## src/rtl/fluid_mux_pkg.sv

```systemverilog
// Shared types and helpers for the binary-tree fluid multiplexer controller.
// Valve line convention: 1 = pressurised = closed.
package fluid_mux_pkg;

  typedef enum logic [2:0] {
    IDLE,
    ISOLATE,
    SETTLE,
    DWELL,
    DRAIN
  } state_t;

  localparam int MAX_LEVELS = 16;
  localparam logic [2*MAX_LEVELS-1:0] CTRL_CLOSED = '1;

  // Open exactly one branch per used level; unused levels stay closed.
  function automatic logic [2*MAX_LEVELS-1:0] sel_to_ctrl(input logic [MAX_LEVELS-1:0] sel,
                                                          input int levels);
    logic [2*MAX_LEVELS-1:0] c;
    c = CTRL_CLOSED;
    for (int l = 0; l < MAX_LEVELS; l++) begin
      if (l < levels) c[2*l + int'(sel[l])] = 1'b0;
    end
    return c;
  endfunction

endpackage

```

## src/rtl/fluid_mux_path_decode.sv

```systemverilog
// Combinational selection-to-valve decode for one binary mux tree.
// Each level vents the branch named by its select bit and pressurises the other.
module fluid_mux_path_decode #(
  parameter int LEVELS = 3
) (
  input  logic [LEVELS-1:0]   sel,
  output logic [2*LEVELS-1:0] ctrl
);

  generate
    for (genvar gi = 0; gi < LEVELS; gi++) begin : g_level
      assign ctrl[2*gi]   = sel[gi];
      assign ctrl[2*gi+1] = ~sel[gi];
    end
  endgenerate

endmodule

```

## src/rtl/fluid_mux_sequencer.sv

```systemverilog
// Break-before-make valve sequencer: isolate, drive path, settle, dwell, drain.
// A single down-counter times every phase; it never wraps below zero.
module fluid_mux_sequencer
  import fluid_mux_pkg::*;
#(
  parameter int LEVELS        = 3,
  parameter int CLOSE_CYCLES  = 16,
  parameter int SETTLE_CYCLES = 32,
  parameter int DWELL_W       = 16
) (
  input  logic                clk,
  input  logic                rst,
  input  logic                req_valid,
  output logic                req_ready,
  input  logic [LEVELS-1:0]   req_sel,
  input  logic [DWELL_W-1:0]  req_dwell,
  input  logic                abort,
  output logic [2*LEVELS-1:0] ctrl,
  output logic                path_open,
  output logic [LEVELS-1:0]   cur_sel,
  output logic                busy,
  output logic                done,
  output logic                aborted
);

  localparam logic [DWELL_W-1:0] CLOSE_LOAD  = DWELL_W'(CLOSE_CYCLES - 1);
  localparam logic [DWELL_W-1:0] SETTLE_LOAD = DWELL_W'(SETTLE_CYCLES - 1);
  localparam logic [2*LEVELS-1:0] ALL_CLOSED = CTRL_CLOSED[2*LEVELS-1:0];

  state_t             state_reg, state_next;
  logic [DWELL_W-1:0] timer_reg, timer_next;
  logic [DWELL_W-1:0] dwell_reg, dwell_next;
  logic [LEVELS-1:0]  sel_reg, sel_next;
  logic               abort_flag_reg, abort_flag_next;
  logic               done_reg, done_next;
  logic               aborted_reg, aborted_next;
  logic [2*LEVELS-1:0] path_ctrl;

  fluid_mux_path_decode #(
    .LEVELS(LEVELS)
  ) u_decode (
    .sel (sel_reg),
    .ctrl(path_ctrl)
  );

  always_ff @(posedge clk) begin
    if (rst) begin
      state_reg      <= IDLE;
      timer_reg      <= '0;
      dwell_reg      <= '0;
      sel_reg        <= '0;
      abort_flag_reg <= 1'b0;
      done_reg       <= 1'b0;
      aborted_reg    <= 1'b0;
    end else begin
      state_reg      <= state_next;
      timer_reg      <= timer_next;
      dwell_reg      <= dwell_next;
      sel_reg        <= sel_next;
      abort_flag_reg <= abort_flag_next;
      done_reg       <= done_next;
      aborted_reg    <= aborted_next;
    end
  end

  always_comb begin
    state_next      = state_reg;
    timer_next      = (timer_reg != '0) ? timer_reg - DWELL_W'(1) : timer_reg;
    dwell_next      = dwell_reg;
    sel_next        = sel_reg;
    abort_flag_next = abort_flag_reg;
    done_next       = 1'b0;
    aborted_next    = 1'b0;

    case (state_reg)
      IDLE: begin
        if (req_valid) begin
          state_next      = ISOLATE;
          timer_next      = CLOSE_LOAD;
          sel_next        = req_sel;
          dwell_next      = req_dwell;
          abort_flag_next = 1'b0;
        end
      end
      ISOLATE, SETTLE, DWELL: begin
        // Abort wins over a timer expiry in the same cycle.
        if (abort) begin
          state_next      = DRAIN;
          timer_next      = CLOSE_LOAD;
          abort_flag_next = 1'b1;
        end else if (state_reg == ISOLATE) begin
          if (timer_reg == '0) begin
            state_next = SETTLE;
            timer_next = SETTLE_LOAD;
          end
        end else if (state_reg == SETTLE) begin
          if (timer_reg == '0) begin
            state_next = DWELL;
            timer_next = (dwell_reg == '0) ? '0 : dwell_reg - DWELL_W'(1);
          end
        end else begin
          // Zero dwell means hold the path open until aborted.
          if (dwell_reg != '0 && timer_reg == '0) begin
            state_next = DRAIN;
            timer_next = CLOSE_LOAD;
          end
        end
      end
      DRAIN: begin
        if (abort) abort_flag_next = 1'b1;
        if (timer_reg == '0) begin
          state_next      = IDLE;
          done_next       = ~(abort_flag_reg | abort);
          aborted_next    = abort_flag_reg | abort;
          abort_flag_next = 1'b0;
        end
      end
      default: begin
        state_next = IDLE;
      end
    endcase
  end

  assign ctrl      = (state_reg == SETTLE || state_reg == DWELL) ? path_ctrl : ALL_CLOSED;
  assign path_open = (state_reg == DWELL);
  assign req_ready = (state_reg == IDLE);
  assign busy      = (state_reg != IDLE);
  assign cur_sel   = sel_reg;
  assign done      = done_reg;
  assign aborted   = aborted_reg;

endmodule

```

## config.mk

```make
export PLATFORM = sky130hd
export DESIGN_NAME = fluid_mux_sequencer
export DESIGN_NICKNAME = d
export VERILOG_FILES = /design/src/rtl/fluid_mux_pkg.sv /design/src/rtl/fluid_mux_path_decode.sv /design/src/rtl/fluid_mux_sequencer.sv
export SDC_FILE = /design/constraint.sdc
export NUM_CORES = 1
export LEC_CHECK = 0
export CAP_MARGIN = 10
export CORE_MARGIN = 2
export CORE_UTILIZATION = 30
export CTS_CLUSTER_SIZE = 14
export DETAILED_ROUTE_END_ITERATION = 16
export PLACE_DENSITY_LB_ADDON = 0.08
export SYNTH_ARGS = -nofsm -noshare
export SYNTH_HDL_FRONTEND = slang
export SYNTH_SLANG_ARGS = --single-unit
```

## constraint.sdc

```tcl
create_clock -name clk -period 5.2 [get_ports clk]
set_input_delay 1.04 -clock clk [delete_from_list [all_inputs] [get_ports clk]]
set_output_delay 1.04 -clock clk [all_outputs]
set_load 0.1 [all_outputs]
```

==> impl_metrics.ini, run 1 <==
[synth]
synth_mux_area_frac = 0
synthAdderAreaFrac = 0.0240
synth_top_area_share = 0.315
synth_edf_count = 0
synth_xor_area_frac = 0.0403
ys_async_sr_fraction = 0
synth.distinct_cells = 56
syn-cell-area_um2 = 2610
netlist_instances = 335
synth_warnings = 0
synth-simple-area-share = 0.348
syn_area_per_cell_um2 = 7.79
synthTopCellsByArea = dfxtp_1 (31%), nand2_1 (8.9%), a21oi_1 (7.7%)
synth-seq-cells = 41
syn_nets = 363
synth_compound_area_frac = 0.225
synth_top_family_by_area = simple AND/OR/NAND/NOR gates
ys_seq_area_frac = 0.315
synth-main-ff-cell = dfxtp_1
yosysTopAreaCell = dfxtp_1

[floorplanning]
rows = 34
core_area_um2 = 8590
die_width_um = 97.3
pin_count = 37
die_h_um = 97.3
die-area_um2 = 9460
initial_utilization = 0.304

[pwr]
p_clk_frac = 0.127
combPwrFrac = 0.586
p_sw_w = 0.000882
netSwitchingFraction = 0.509
leakage_nw = 1.06
ir_worst_vdd_v = 0.000216
sequentialPowerShare = 0.287
power_density_nw_per_um2 = 560
p_int_w = 0.000850

[grt]
grt_usage = 0.145
antenna_found_initial = 0
grt_overflow = 0
grt_pass1_wl_mm = 11.2
grt_start_max_net_pins = 27
first_global_vias = 2168

[clock_network]
cts_inserted_buffers = 5
clkTransAtPathRegs_ns = 0.08
cts_setup_buffers = 0
clk_latency_ns = 0.30
cts_hold_buffers = 0
htreeDepth = 2
cts_resized = 0
clock-sinks = 41
cts_tree = built
root_buffer = clkbuf_8
clk_path_buf_depth = 2

[final_layout]
area_delta_synth_final_pct = 18.6
n_antenna_cell = 0
fin_nets = 389
drive_above_1_share = 0.0665
finalInstanceArea_um2 = 3090

[sta]
report.final.hold_viol_count = 0
period_minus_slack_ns = 3.83
tns_ns = 0
tightest_slew_ns = 1.13
slew_violations = 0
clock.fmax_mhz = 261
fin_skew_ns = 0.00959
slew_headroom = 0.243
post-route-period-util = 0.737
holdWs_ns = 0.470
setup_violations = 0
grt_setup_unrepaired = false

[routing]
postRouteAntennaNets = 0
wl_mm = 6.83
drt-wirelength-per-cell_um = 14.6
first_iter_violations = 86
dr.pass1.iters = 4
via_per_inst = 5.24
vias = 2458
remaining_drc_errors = 0

[setup_path]
critical_path_class = reg -> out
crit_required_ns = 4.16
end_kind = output pin
cp-start-kind = flip-flop
arrival_ns = 2.79
path_max_fanout = 12

[place]
port_buffers = 36
placed_cell_area_um2 = 3010
dp_hpwl_mm = 5.02
routabilityCongestion = 0.759

[run]
cap_violations = 0

[status]
status = complete, no violations

[worst_hold_path]
worst_hold_path_type = reg -> reg
-- metrics by stage --
step | setup slack, ns | instances | util | total power [W]
2_1_floorplan | 0.196 | 335 | - | 0.00131
3_3_place_gp | 1.69 | 462 | 0.350 | 0.00152
4_1_cts | 1.31 | 469 | 0.360 | 0.00175
3_5_place_dp | 1.65 | 462 | 0.350 | 0.00152
5_1_grt | 1.24 | 469 | 0.360 | 0.00187
6_report | 1.37 | 469 | 0.360 | 0.00173
-- power by group through the flow --
stage / Sequential, W / Clock (W) / Combinational, W
2_1_floorplan: 0.000493 / 0 / 0.000815
3_3_place_gp: 0.000503 / 0 / 0.00102
3_5_place_dp: 0.000505 / 0 / 0.00102
4_1_cts: 0.000497 / 0.000227 / 0.00102
5_1_grt: 0.000513 / 0.000242 / 0.00112
6_report: 0.000497 / 0.000220 / 0.00102
-- cell usage after synthesis, drive strengths merged, types with 2 or more instances --
cell type,number
nor3,13
nand2,62
buf,5
o31a,9
nor2,18
nand2b,3
dfxtp,41
o21a,5
or3b,2
and2,3
nand4,4
or4,3
a211oi,3
or2,2
nor4,18
nand3,4
and4,2
nand4b,2
nand3b,2
a21oi,40
ha,5
a31oi,7
xor2,2
o31ai,5
nor3b,7
xnor2,10
inv,5
or3,6
o21ai,22
a211o,2
clkbuf,11
-- worst paths after layout --
path	from	end	slack, ns	depth (start not counted)
max reg2reg	dwell_reg[2]$_SDFFE_PP0P_	timer_reg[2]$_SDFF_PP0_	3.01	5
max	state_reg[1]$_SDFFE_PP0P_	path_open	1.37	3
min reg2reg	abort_flag_reg$_SDFFE_PP0P_	done$_SDFF_PP0_	0.47	1
min	abort_flag_reg$_SDFFE_PP0P_	done$_SDFF_PP0_	0.47	1
-- worst max-delay path, stage by stage, from the launching register on --
cell and delay (ns):
dfxtp_1 0.52, nor2b_1 0.64, and2_1 0.21, clkdlybuf4s50_1 1.13
-- cell usage in the layout (no fill, tap or decap), drive strengths merged, types with 3 or more instances in the layout --
master / netlist / final
nand2: 62 / 62
dfxtp: 41 / 41
a21oi: 40 / 40
clkdlybuf4s50: 0 / 36
o21ai: 22 / 22
nor2: 18 / 18
nor4: 18 / 18
nor3: 13 / 13
xnor2: 10 / 10
o31a: 9 / 9
a31oi: 7 / 7
nor3b: 7 / 7
clkbuf: 11 / 7
or3: 6 / 6
inv: 5 / 5
o21a: 5 / 5
o31ai: 5 / 5
ha: 5 / 5
nand3: 4 / 4
nand4: 4 / 4
and2: 3 / 3
nand2b: 3 / 3
or4: 3 / 3
a211oi: 3 / 3
-- cell families after synthesis --
kind of cell	Yosys count
AND/OR/NAND/NOR	157
AO/OA/AOI/OAI	97
flip-flops	41
buffers and inverters	23
XOR/XNOR	12
adder cells (fa/ha/maj)	5
-- cell type report --
class / count / area, um2
fill: 937 / 5500
sequential: 41 / 821
timing repair buffer: 37 / 368
tap: 108 / 135
multi-input combinational: 271 / 1660
inverter: 5 / 18.8
clock buffer: 7 / 86.3
-- metal layers --
metal,GRT usage,vias up,part of all wire
met5,0,-,0
met4,0.0353,0,0.011
met3,0.0266,5,0.033
met2,0.226,37,0.43
met1,0.208,1130,0.53
li1,-,1286,-
Note: power is estimated with default switching activity, not from simulation.
==> run 2: changes to the inputs <==
Clock period 5.2 ns to 3.1 ns, I/O delays scaled along.
==> impl_metrics.ini, run 2 (synthesis gave the netlist of run 1 again) <==
[final_layout]
area_delta_synth_final_pct = 19.6
regArea_um2 = 821
drive_above_1_share = 0.121
n_fill_cell = 935
finalInstanceArea_um2 = 3120
final_cell_mix = nand2_1 (62), dfxtp_1 (41), a21oi_1 (40)
fin_nets = 392
layout_commonest_cell = nand2_1
multi_input_area_um2 = 1680
n_antenna_cell = 0
layout.cells.non_filler = 473

[floorplanning]
initial_utilization = 0.304
die-area_um2 = 9460
pin_count = 37
die_width_um = 97.3
rows = 34
die_h_um = 97.3
core_area_um2 = 8590

[routing]
via_per_inst = 5.22
remaining_drc_errors = 0
dr.pass1.iters = 4
vias = 2470
postRouteAntennaNets = 0
drt-wirelength-per-cell_um = 15.0
wl_mm = 7.08
first_iter_violations = 140

[place]
dp.cells = 465
placed_cell_area_um2 = 3020
port_buffers = 36
dp_hpwl_mm = 5.20
dp_slack_ns = 0.750
routabilityCongestion = 0.767

[setup_path]
cp_cell_sequence = nor2b_1 -> and2_1 -> buf_12
critPathMaxStageDelay_ns = 0.64
slowest_stage = nor2b_1
critical_path_class = reg -> out
end_kind = output pin
worst-path-buf-inv = 1
critical-path-top-delay-family = simple AND/OR/NAND/NOR gates
path_max_fanout = 12
cp-start-kind = flip-flop
crit_required_ns = 2.48
arrival_ns = 1.99

[grt]
first_global_vias = 2365
grt_overflow = 0
grt_pass1_wl_mm = 12.1
grt_start_max_net_pins = 22
grt_usage = 0.156
antenna_found_initial = 0

[sta]
slew_violations = 0
layout_setup_ws_ns = 0.487
fin_skew_ns = 0.00773
setup_violations = 0
clock.fmax_mhz = 383
grt_setup_unrepaired = false
slew_headroom = 0.377
tightest_slew_ns = 0.932
holdWs_ns = 0.468
report.final.hold_viol_count = 0
tns_ns = 0
period_minus_slack_ns = 2.61
post-route-period-util = 0.843

[clock_network]
cts_tree = built
clk_latency_ns = 0.30
cts_inserted_buffers = 5
cts_setup_buffers = 0
clock-sinks = 41
htreeDepth = 2
clkTransAtPathRegs_ns = 0.09
cts_resized = 0
clk_path_buf_depth = 2
root_buffer = clkbuf_8
cts_hold_buffers = 0

[run]
cap_violations = 0

[worst_hold_path]
worst_hold_path_type = reg -> reg

[pwr]
leakage_nw = 1.10
ir_worst_vdd_v = 0.000338
power_density_nw_per_um2 = 952

[status]
status = complete, no violations
==> run 2: path summary, 6_finish.rpt <==
check	startpoint	endpoint	slack, ns	cells past startpoint
worst max-delay path	state_reg[1]$_SDFFE_PP0P_	path_open	0.49	3
worst min-delay path	abort_flag_reg$_SDFFE_PP0P_	done$_SDFF_PP0_	0.47	1
worst max register to register	timer_reg[0]$_SDFF_PP0_	timer_reg[5]$_SDFF_PP0_	0.91	7
worst min register to register	abort_flag_reg$_SDFFE_PP0P_	done$_SDFF_PP0_	0.47	1
==> run 2: layout make-up <==
| type | instances | share of cell area |
|---|---|---|
| clock buffer | 7 | 0.0309 |
| clock inverter | 1 | 0.00160 |
| inverter | 5 | 0.00602 |
| multi-input combinational | 271 | 0.537 |
| sequential | 41 | 0.263 |
| tap | 108 | 0.0433 |
| timing repair buffer | 40 | 0.118 |
==> run 2: per-layer routing <==
metal  share of wire  track usage  wire [um]  up-vias
met2            0.44        0.249       3130       39
li1                -            -          -     1284
met5               0            0          0        -
met1            0.52        0.216       3660     1138
met3           0.029       0.0273        202        9
met4           0.013       0.0470         91        0
==> run 2: stage by stage <==
stage	total power, W	utilization
detailed placement	0.00258	0.351
floorplan	0.00221	-
global route	0.00322	0.363
CTS	0.00299	0.363
finish	0.00297	0.363
global placement	0.00258	0.351
==> run 2: where the power goes <==
group	internal [W]	switching [W]	total, W
clock network	0.000202	0.000198	0.000400
logic	0.000609	0.00111	0.00172
registers	0.000641	0.000209	0.000850
total	0.00145	0.00152	0.00297
